File: src/rtl/tcam_pkg.sv
// Shared constants, entry layout and helpers for the ternary route table.
package tcam_pkg;

    localparam int unsigned WIDTH    = 32;
    localparam int unsigned IF_W     = 4;
    localparam int unsigned IF_LSB   = 64;
    localparam int unsigned MASK_LSB = 32;
    localparam int unsigned PFX_LSB  = 0;

    typedef struct packed {
        logic [IF_W-1:0]  if_idx;
        logic [WIDTH-1:0] mask;
        logic [WIDTH-1:0] prefix;
    } entry_t;

    function automatic logic [7:0] popcount(input logic [WIDTH-1:0] v);
        logic [7:0] cnt;
        cnt = '0;
        for (int i = 0; i < int'(WIDTH); i++) begin
            cnt = cnt + 8'(v[i]);
        end
        return cnt;
    endfunction

endpackage

File: src/rtl/tcam_lpm_select.sv
// Longest-prefix winner selection: reduction tree over match bits and popcounts,
// lowest index wins on equal popcount.
module tcam_lpm_select
    import tcam_pkg::*;
#(
    parameter int unsigned SIZE = 8,
    localparam int unsigned IDX_W = (SIZE > 1) ? $clog2(SIZE) : 1
) (
    input  logic [SIZE-1:0]      match,
    input  logic [SIZE-1:0][7:0] pop,
    output logic [IDX_W-1:0]     win_idx,
    output logic                 hit
);

    localparam int unsigned LVLS = IDX_W;
    localparam int unsigned P    = 1 << IDX_W;

    logic             node_hit [P];
    logic [7:0]       node_pop [P];
    logic [IDX_W-1:0] node_idx [P];

    always_comb begin
        for (int i = 0; i < int'(P); i++) begin
            if (i < int'(SIZE)) begin
                node_hit[i] = match[i];
                node_pop[i] = pop[i];
            end else begin
                node_hit[i] = 1'b0;
                node_pop[i] = '0;
            end
            node_idx[i] = IDX_W'(i);
        end
        // In-place pairwise reduction; node i at each level reads 2i and 2i+1, which are
        // never overwritten before being read. Left child covers lower indices.
        for (int l = 0; l < int'(LVLS); l++) begin
            for (int i = 0; i < int'(P >> (l + 1)); i++) begin
                if (node_hit[2*i] &&
                    (!node_hit[2*i+1] || node_pop[2*i] >= node_pop[2*i+1])) begin
                    node_hit[i] = node_hit[2*i];
                    node_pop[i] = node_pop[2*i];
                    node_idx[i] = node_idx[2*i];
                end else begin
                    node_hit[i] = node_hit[2*i+1];
                    node_pop[i] = node_pop[2*i+1];
                    node_idx[i] = node_idx[2*i+1];
                end
            end
        end
        hit     = node_hit[0];
        win_idx = node_idx[0];
    end

endmodule

File: src/rtl/tcam_route_lookup.sv
// Small ternary route table: parallel masked compare of all entries, longest prefix
// wins, outputs registered one cycle after the lookup edge.
module tcam_route_lookup #(
    parameter int unsigned WIDTH = 32,
    parameter int unsigned SIZE  = 8,
    parameter int unsigned IF_W  = 4
) (
    input  logic                    clk,
    input  logic                    rst_n,
    input  logic                    wr_en,
    input  logic [7:0]              wr_index,
    input  logic [2*WIDTH+IF_W-1:0] addr_in,
    output logic [WIDTH-1:0]        addr_out,
    output logic [IF_W-1:0]         if_idx,
    output logic [7:0]              prefix_size,
    output logic                    valid
);

    import tcam_pkg::*;

    localparam int unsigned IDX_W = (SIZE > 1) ? $clog2(SIZE) : 1;

    entry_t            entries_q [SIZE];
    entry_t            entries_d [SIZE];
    logic [SIZE-1:0]   ent_valid_q, ent_valid_d;

    logic [SIZE-1:0]      match;
    logic [SIZE-1:0][7:0] ent_pop;
    logic [IDX_W-1:0]     win_idx;
    logic                 hit;
    entry_t               win;

    logic [WIDTH-1:0] addr_out_q, addr_out_d;
    logic [IF_W-1:0]  if_idx_q, if_idx_d;
    logic [7:0]       prefix_size_q, prefix_size_d;
    logic             valid_q, valid_d;

    // Out-of-range indices simply match no entry, so those writes are dropped.
    always_comb begin
        for (int i = 0; i < int'(SIZE); i++) begin
            entries_d[i]   = entries_q[i];
            ent_valid_d[i] = ent_valid_q[i];
            if (wr_en && wr_index == 8'(i)) begin
                entries_d[i].if_idx = addr_in[IF_LSB +: IF_W];
                entries_d[i].mask   = addr_in[MASK_LSB +: WIDTH];
                entries_d[i].prefix = addr_in[PFX_LSB +: WIDTH];
                ent_valid_d[i]      = 1'b1;
            end
        end
    end

    always_comb begin
        for (int i = 0; i < int'(SIZE); i++) begin
            match[i] = ent_valid_q[i] &&
                       ((addr_in[WIDTH-1:0] & entries_q[i].mask) ==
                        (entries_q[i].prefix & entries_q[i].mask));
            ent_pop[i] = popcount(entries_q[i].mask);
        end
    end

    tcam_lpm_select #(
        .SIZE (SIZE)
    ) u_select (
        .match   (match),
        .pop     (ent_pop),
        .win_idx (win_idx),
        .hit     (hit)
    );

    always_comb begin
        win = '0;
        for (int i = 0; i < int'(SIZE); i++) begin
            if (win_idx == IDX_W'(i)) begin
                win = entries_q[i];
            end
        end
    end

    always_comb begin
        addr_out_d    = addr_out_q;
        if_idx_d      = if_idx_q;
        prefix_size_d = prefix_size_q;
        valid_d       = valid_q;
        if (!wr_en) begin
            valid_d       = hit;
            addr_out_d    = hit ? (win.prefix & win.mask) : '0;
            if_idx_d      = hit ? win.if_idx : '0;
            prefix_size_d = hit ? popcount(win.mask) : '0;
        end
    end

    always_ff @(posedge clk or negedge rst_n) begin
        if (!rst_n) begin
            for (int i = 0; i < int'(SIZE); i++) begin
                entries_q[i] <= '0;
            end
            ent_valid_q   <= '0;
            addr_out_q    <= '0;
            if_idx_q      <= '0;
            prefix_size_q <= '0;
            valid_q       <= 1'b0;
        end else begin
            for (int i = 0; i < int'(SIZE); i++) begin
                entries_q[i] <= entries_d[i];
            end
            ent_valid_q   <= ent_valid_d;
            addr_out_q    <= addr_out_d;
            if_idx_q      <= if_idx_d;
            prefix_size_q <= prefix_size_d;
            valid_q       <= valid_d;
        end
    end

    assign addr_out    = addr_out_q;
    assign if_idx      = if_idx_q;
    assign prefix_size = prefix_size_q;
    assign valid       = valid_q;

endmodule

File: config.mk
export PLATFORM = sky130hd
export DESIGN_NAME = tcam_route_lookup
export DESIGN_NICKNAME = d
export VERILOG_FILES = /design/src/rtl/tcam_pkg.sv /design/src/rtl/tcam_lpm_select.sv /design/src/rtl/tcam_route_lookup.sv
export SDC_FILE = /design/constraint.sdc
export NUM_CORES = 2
export LEC_CHECK = 0
export CAP_MARGIN = 20
export CORE_UTILIZATION = 50
export DETAILED_ROUTE_END_ITERATION = 12
export GPL_ROUTABILITY_DRIVEN = 1
export PLACE_DENSITY = 0.66
export SLEW_MARGIN = 20
export SYNTH_ARGS = -nofsm -noshare
export SYNTH_HDL_FRONTEND = slang
export SYNTH_HIERARCHICAL = 1
export SYNTH_SLANG_ARGS = --single-unit
File: constraint.sdc
create_clock -name clk -period 16.7 [get_ports clk]
set_input_delay 5.01 -clock clk [delete_from_list [all_inputs] [get_ports clk]]
set_output_delay 5.01 -clock clk [all_outputs]
set_load 0.01 [all_outputs]
==> results.txt <==
Clock tree synthesis selected as its root buffer the cell sky130_fd_sc_hd__clkbuf_16. The DRC marker count from the first detailed-route iteration is 3898. The clock network fraction of design power came out at 31.5%. The origin of the worst setup path is addr_in[26]. Across the run, the number of max-cap violations was 0. The clock passes through at most 3 buffers. In this run, flip-flops and latches consume 29.8% of the power. For this design, the slowest cell found on the critical path is sky130_fd_sc_hd__clkdlybuf4s50_1. The fraction of final layout cells with drive strength greater than 1 is 29.8%. After clock tree synthesis, the clock-pin slew on the worst setup and hold paths is 60 ps. The number of search-and-repair iterations in the first detailed-routing pass is 10. For this configuration, the core starts out at a cell density of 50.7%.

The I/O pin total is 124. After detailed routing, the number of vias per cell comes to 6.52. The flow ran to the end, but the final reports show violations.

The net switching power came out at 2080 uW. The share of the core filled with cells in the final layout came out at 59.3%. The synthesized netlist contains 69 unique library cells. After synthesis, flip-flops and latches occupy 37.9% of the total area. The overall track demand over capacity in global routing came out at 45.0%. The number of design rule violations left after detail routing came out at 2.

The relative contribution of combinational cells to total power is 38.8%. The core area is 77600 sq um. The die is 282 um tall. The number of nets with antenna violations after detailed routing is 0. Data on the critical path arrives at its endpoint at 17000 ps. The critical path in this run is classified as in2reg. The data required time at the worst endpoint is 17210 ps. The maximum vdd ir drop came out at 88.1 uV. The internal power of the cells is 3450 uW.

Buffers added to address setup during post-CTS repair amount to 0. The setup violation total in the final timing report is 0. The level count of the clock H-tree came out at 3. After detailed routing, the average wire length per cell comes to 38.0 um.

The final global-route overflow total is 0. Counting flops with a built-in enable in the synthesized netlist gives 0. The HPWL after detailed placement is 137000 um. Setup slack closes at 211 ps. Counting instances, the worst hold path has a depth of 1. The highest clock frequency the design can meet is 60.6 MHz. For this run, the leading register cell type out of synthesis is sky130_fd_sc_hd__dfrtp_1. The worst max-slew margin expressed relative to the limit came out at 24.9%.

The total of buffers placed on input and output ports came out at 121. The number of max-slew violations in the final report came out at 0. The leakage power summed over all cells is 0.0233 uW.

The synthesized area is 39300 sq um. The layout-stage area growth over the synthesis result is 17.1%. The cell that appears most often on the critical path is sky130_fd_sc_hd__fa_1. The worst clock skew is 47.5 ps. The startpoint identified for the worst register-to-register timing path is entries_q[195]$_DFFE_PN0P_. The die covers 79700 sq um. The average instance in the mapped netlist occupies 12.0 sq um. The count of placed standard cells in the final layout, fillers left out is 4681. The final weighted congestion in routability-driven placement came out at 1.10.

The total of hold buffers inserted after clock tree synthesis is 0. The kind of path behind the tightest hold check is reg2reg. In this run the biggest area consumer among cell types represents 37.9% of the synthesized area. The first global-routing pass estimated 243000 um of wire. In the synthesized netlist the async set-or-reset flop fraction comes to 100%.

The final reports fail on DRC. Entering global routing, the biggest net connects 103 pins. The clock period minus final worst setup slack is 16490 ps. The number of clock buffers added by TritonCTS is 71. The initial antenna violation count came out at 19. The number of global-route vias before repair is 30.1k. The proportion of total power due to net switching is 37.6%. The worst setup path is launched from an input port. The fraction of the cycle the final worst path needs came out at 98.7%. Clock tree synthesis found a total of 595 sinks.

The library cell with the largest summed area after synthesis is sky130_fd_sc_hd__dfrtp_1. The power density of the placed cells came out at 120 nW/um^2. In this run the worst path has a maximum fanout of 13. The slew at the pin with the worst max-slew slack is 1130 ps.

Setup total negative slack on the finished layout was measured at 0 ps. The number of cells traversed by the worst register-to-register path came out at 58. In this run the most critical hold path is launched from ent_valid_q[4]$_DFFE_PN0P_.

The number of placed cells counting well taps is 4541. The largest incremental delay on the critical path came out at 710 ps. In this run, synthesis produced a sequential element count of 595.

The total via count in the routed design came out at 30.5k. The standard-cell row count is 102. The power consumption came out at 5520 uW. TritonCTS built the clock tree. The number of hold-slack violations in the final timing report came out at 0.

After technology mapping, the gate count stands at 3272. Ranked by total cell area, the synthesized netlist is headed by sky130_fd_sc_hd__dfrtp_1 (38%), sky130_fd_sc_hd__mux2_2 (16%), sky130_fd_sc_hd__fa_1 (11%). The clock latency of the later-clocked register in the worst-skew pair came out at 670 ps. The final layout contains routed wiring with a total length of 178000 um. The count of nets after finishing is 3988. The most instantiated library cell after synthesis is sky130_fd_sc_hd__dfrtp_1. The commonest cells after synthesis are sky130_fd_sc_hd__dfrtp_1 (595), sky130_fd_sc_hd__mux2_2 (573), sky130_fd_sc_hd__inv_1 (367).

The post-placement setup slack is -453 ps. The worst setup path is captured at a flip-flop. The floorplan step set the die width to 282 um.

The synthesis warning total came out at 6.
-- cells by family after synthesis --
group / synth area share [%]
other: 0.00954
and+or+nand+nor: 3.12
AOI/OAI and AO/OA: 8.81
muxes: 23.1
DFF: 37.9
xor gates and xnor gates: 6.30
buffers and inverters: 5.96
adders and majority gates: 14.8
-- worst max-delay path: cells and delay by family --
family          cells  cell delay (ps)
mux                 5             1730
compound gates     10             1900
xor+xnor            2              310
simple gates        6             1460
buf+inv            12             2240
fa+ha+maj          10             4300
-- routing by layer --
layer / up-vias / wire, um / GRT usage, %
met1: 15900 / 68800 / 59.1
met5: - / 96 / 0
met3: 563 / 17700 / 10.9
met2: 2071 / 76800 / 65.7
li1: 12000 / - / -
met4: 12 / 14400 / 31.3
-- stage by stage --
stage                     cell area, sq um  hold WS (ps)
after floorplan                      39400           434
after global placement               43300           449
after detailed placement             43300           458
after CTS                            45900           472
after global routing                 46000           495
final                                46000           474
-- layout by cell type, fill, tap and decap left out, types with 12 or more instances in the layout --
cell type | netlist | final
sky130_fd_sc_hd__xnor2_1 | 33 | 32
sky130_fd_sc_hd__mux4_2 | 66 | 66
sky130_fd_sc_hd__mux2i_1 | 94 | 92
sky130_fd_sc_hd__a22o_1 | 30 | 30
sky130_fd_sc_hd__conb_1 | 1 | 34
sky130_fd_sc_hd__mux2_2 | 573 | 573
sky130_fd_sc_hd__inv_1 | 367 | 366
sky130_fd_sc_hd__mux2_1 | 18 | 18
sky130_fd_sc_hd__nor2b_1 | 14 | 12
sky130_fd_sc_hd__o22ai_1 | 30 | 29
sky130_fd_sc_hd__buf_4 | 13 | 271
sky130_fd_sc_hd__nand4_1 | 17 | 17
sky130_fd_sc_hd__clkbuf_8 | 0 | 14
sky130_fd_sc_hd__clkbuf_16 | 0 | 72
sky130_fd_sc_hd__o21ai_0 | 66 | 66
sky130_fd_sc_hd__a32o_1 | 18 | 18
sky130_fd_sc_hd__nand2_1 | 71 | 70
sky130_fd_sc_hd__ha_1 | 119 | 119
sky130_fd_sc_hd__nor2_1 | 34 | 34
sky130_fd_sc_hd__a22oi_1 | 59 | 56
sky130_fd_sc_hd__a21oi_1 | 95 | 95
sky130_fd_sc_hd__a21o_1 | 36 | 36
sky130_fd_sc_hd__nand3_1 | 20 | 18
sky130_fd_sc_hd__fa_1 | 216 | 216
sky130_fd_sc_hd__a222oi_1 | 12 | 12
sky130_fd_sc_hd__dfrtp_1 | 595 | 595
sky130_fd_sc_hd__xor2_1 | 250 | 250
sky130_fd_sc_hd__nand2b_1 | 38 | 38
sky130_fd_sc_hd__a221oi_1 | 41 | 38
sky130_fd_sc_hd__clkdlybuf4s50_1 | 0 | 118
-- area by class of cell --
cell class	count	area [sq um]
Fill cell	6483	31500
Multi-Input combinational cell	2134	22400
Sequential cell	595	14900
Timing Repair Buffer	404	3470
Clock buffer	97	2040
Inverter	368	1390
Tap cell	1040	1300
Clock inverter	33	561
Antenna cell	10	25.0
-- sequential cells by signal, indices dropped and copies added (netlist names) --
register,flops
if_idx,4
valid,1
prefix_size,6
ent_valid_q,8
entries_q,544
addr_out,32
-- final timing paths --
| check | endpoint | slack [ps] |
|---|---|---|
| max | prefix_size[4]$_DFFE_PN0N_ | 210 |
| max reg2reg | prefix_size[4]$_DFFE_PN0N_ | 1210 |
| max in group asynchronous | prefix_size[1]$_DFFE_PN0N_ | 9870 |
| min reg2reg | ent_valid_q[4]$_DFFE_PN0P_ | 470 |
| min | ent_valid_q[4]$_DFFE_PN0P_ | 470 |
| min in group asynchronous | entries_q[378]$_DFFE_PN0P_ | 4320 |
-- power by group through the flow --
stage,Clock (uW),Combinational (uW),Sequential (uW)
6_report,1740,2140,1640
5_1_grt,1800,2300,1640
4_1_cts,1750,2070,1640
3_5_place_dp,0,2060,1660
3_3_place_gp,0,2030,1660
2_1_floorplan,0,1230,1590
-- timing repair --
item / CTS / global route
hold endpoints to repair: 0 / 0
setup endpoints to repair: 0 / 5
gates resized for setup: 0 / 20
Power figures use the tool's default switching activity.
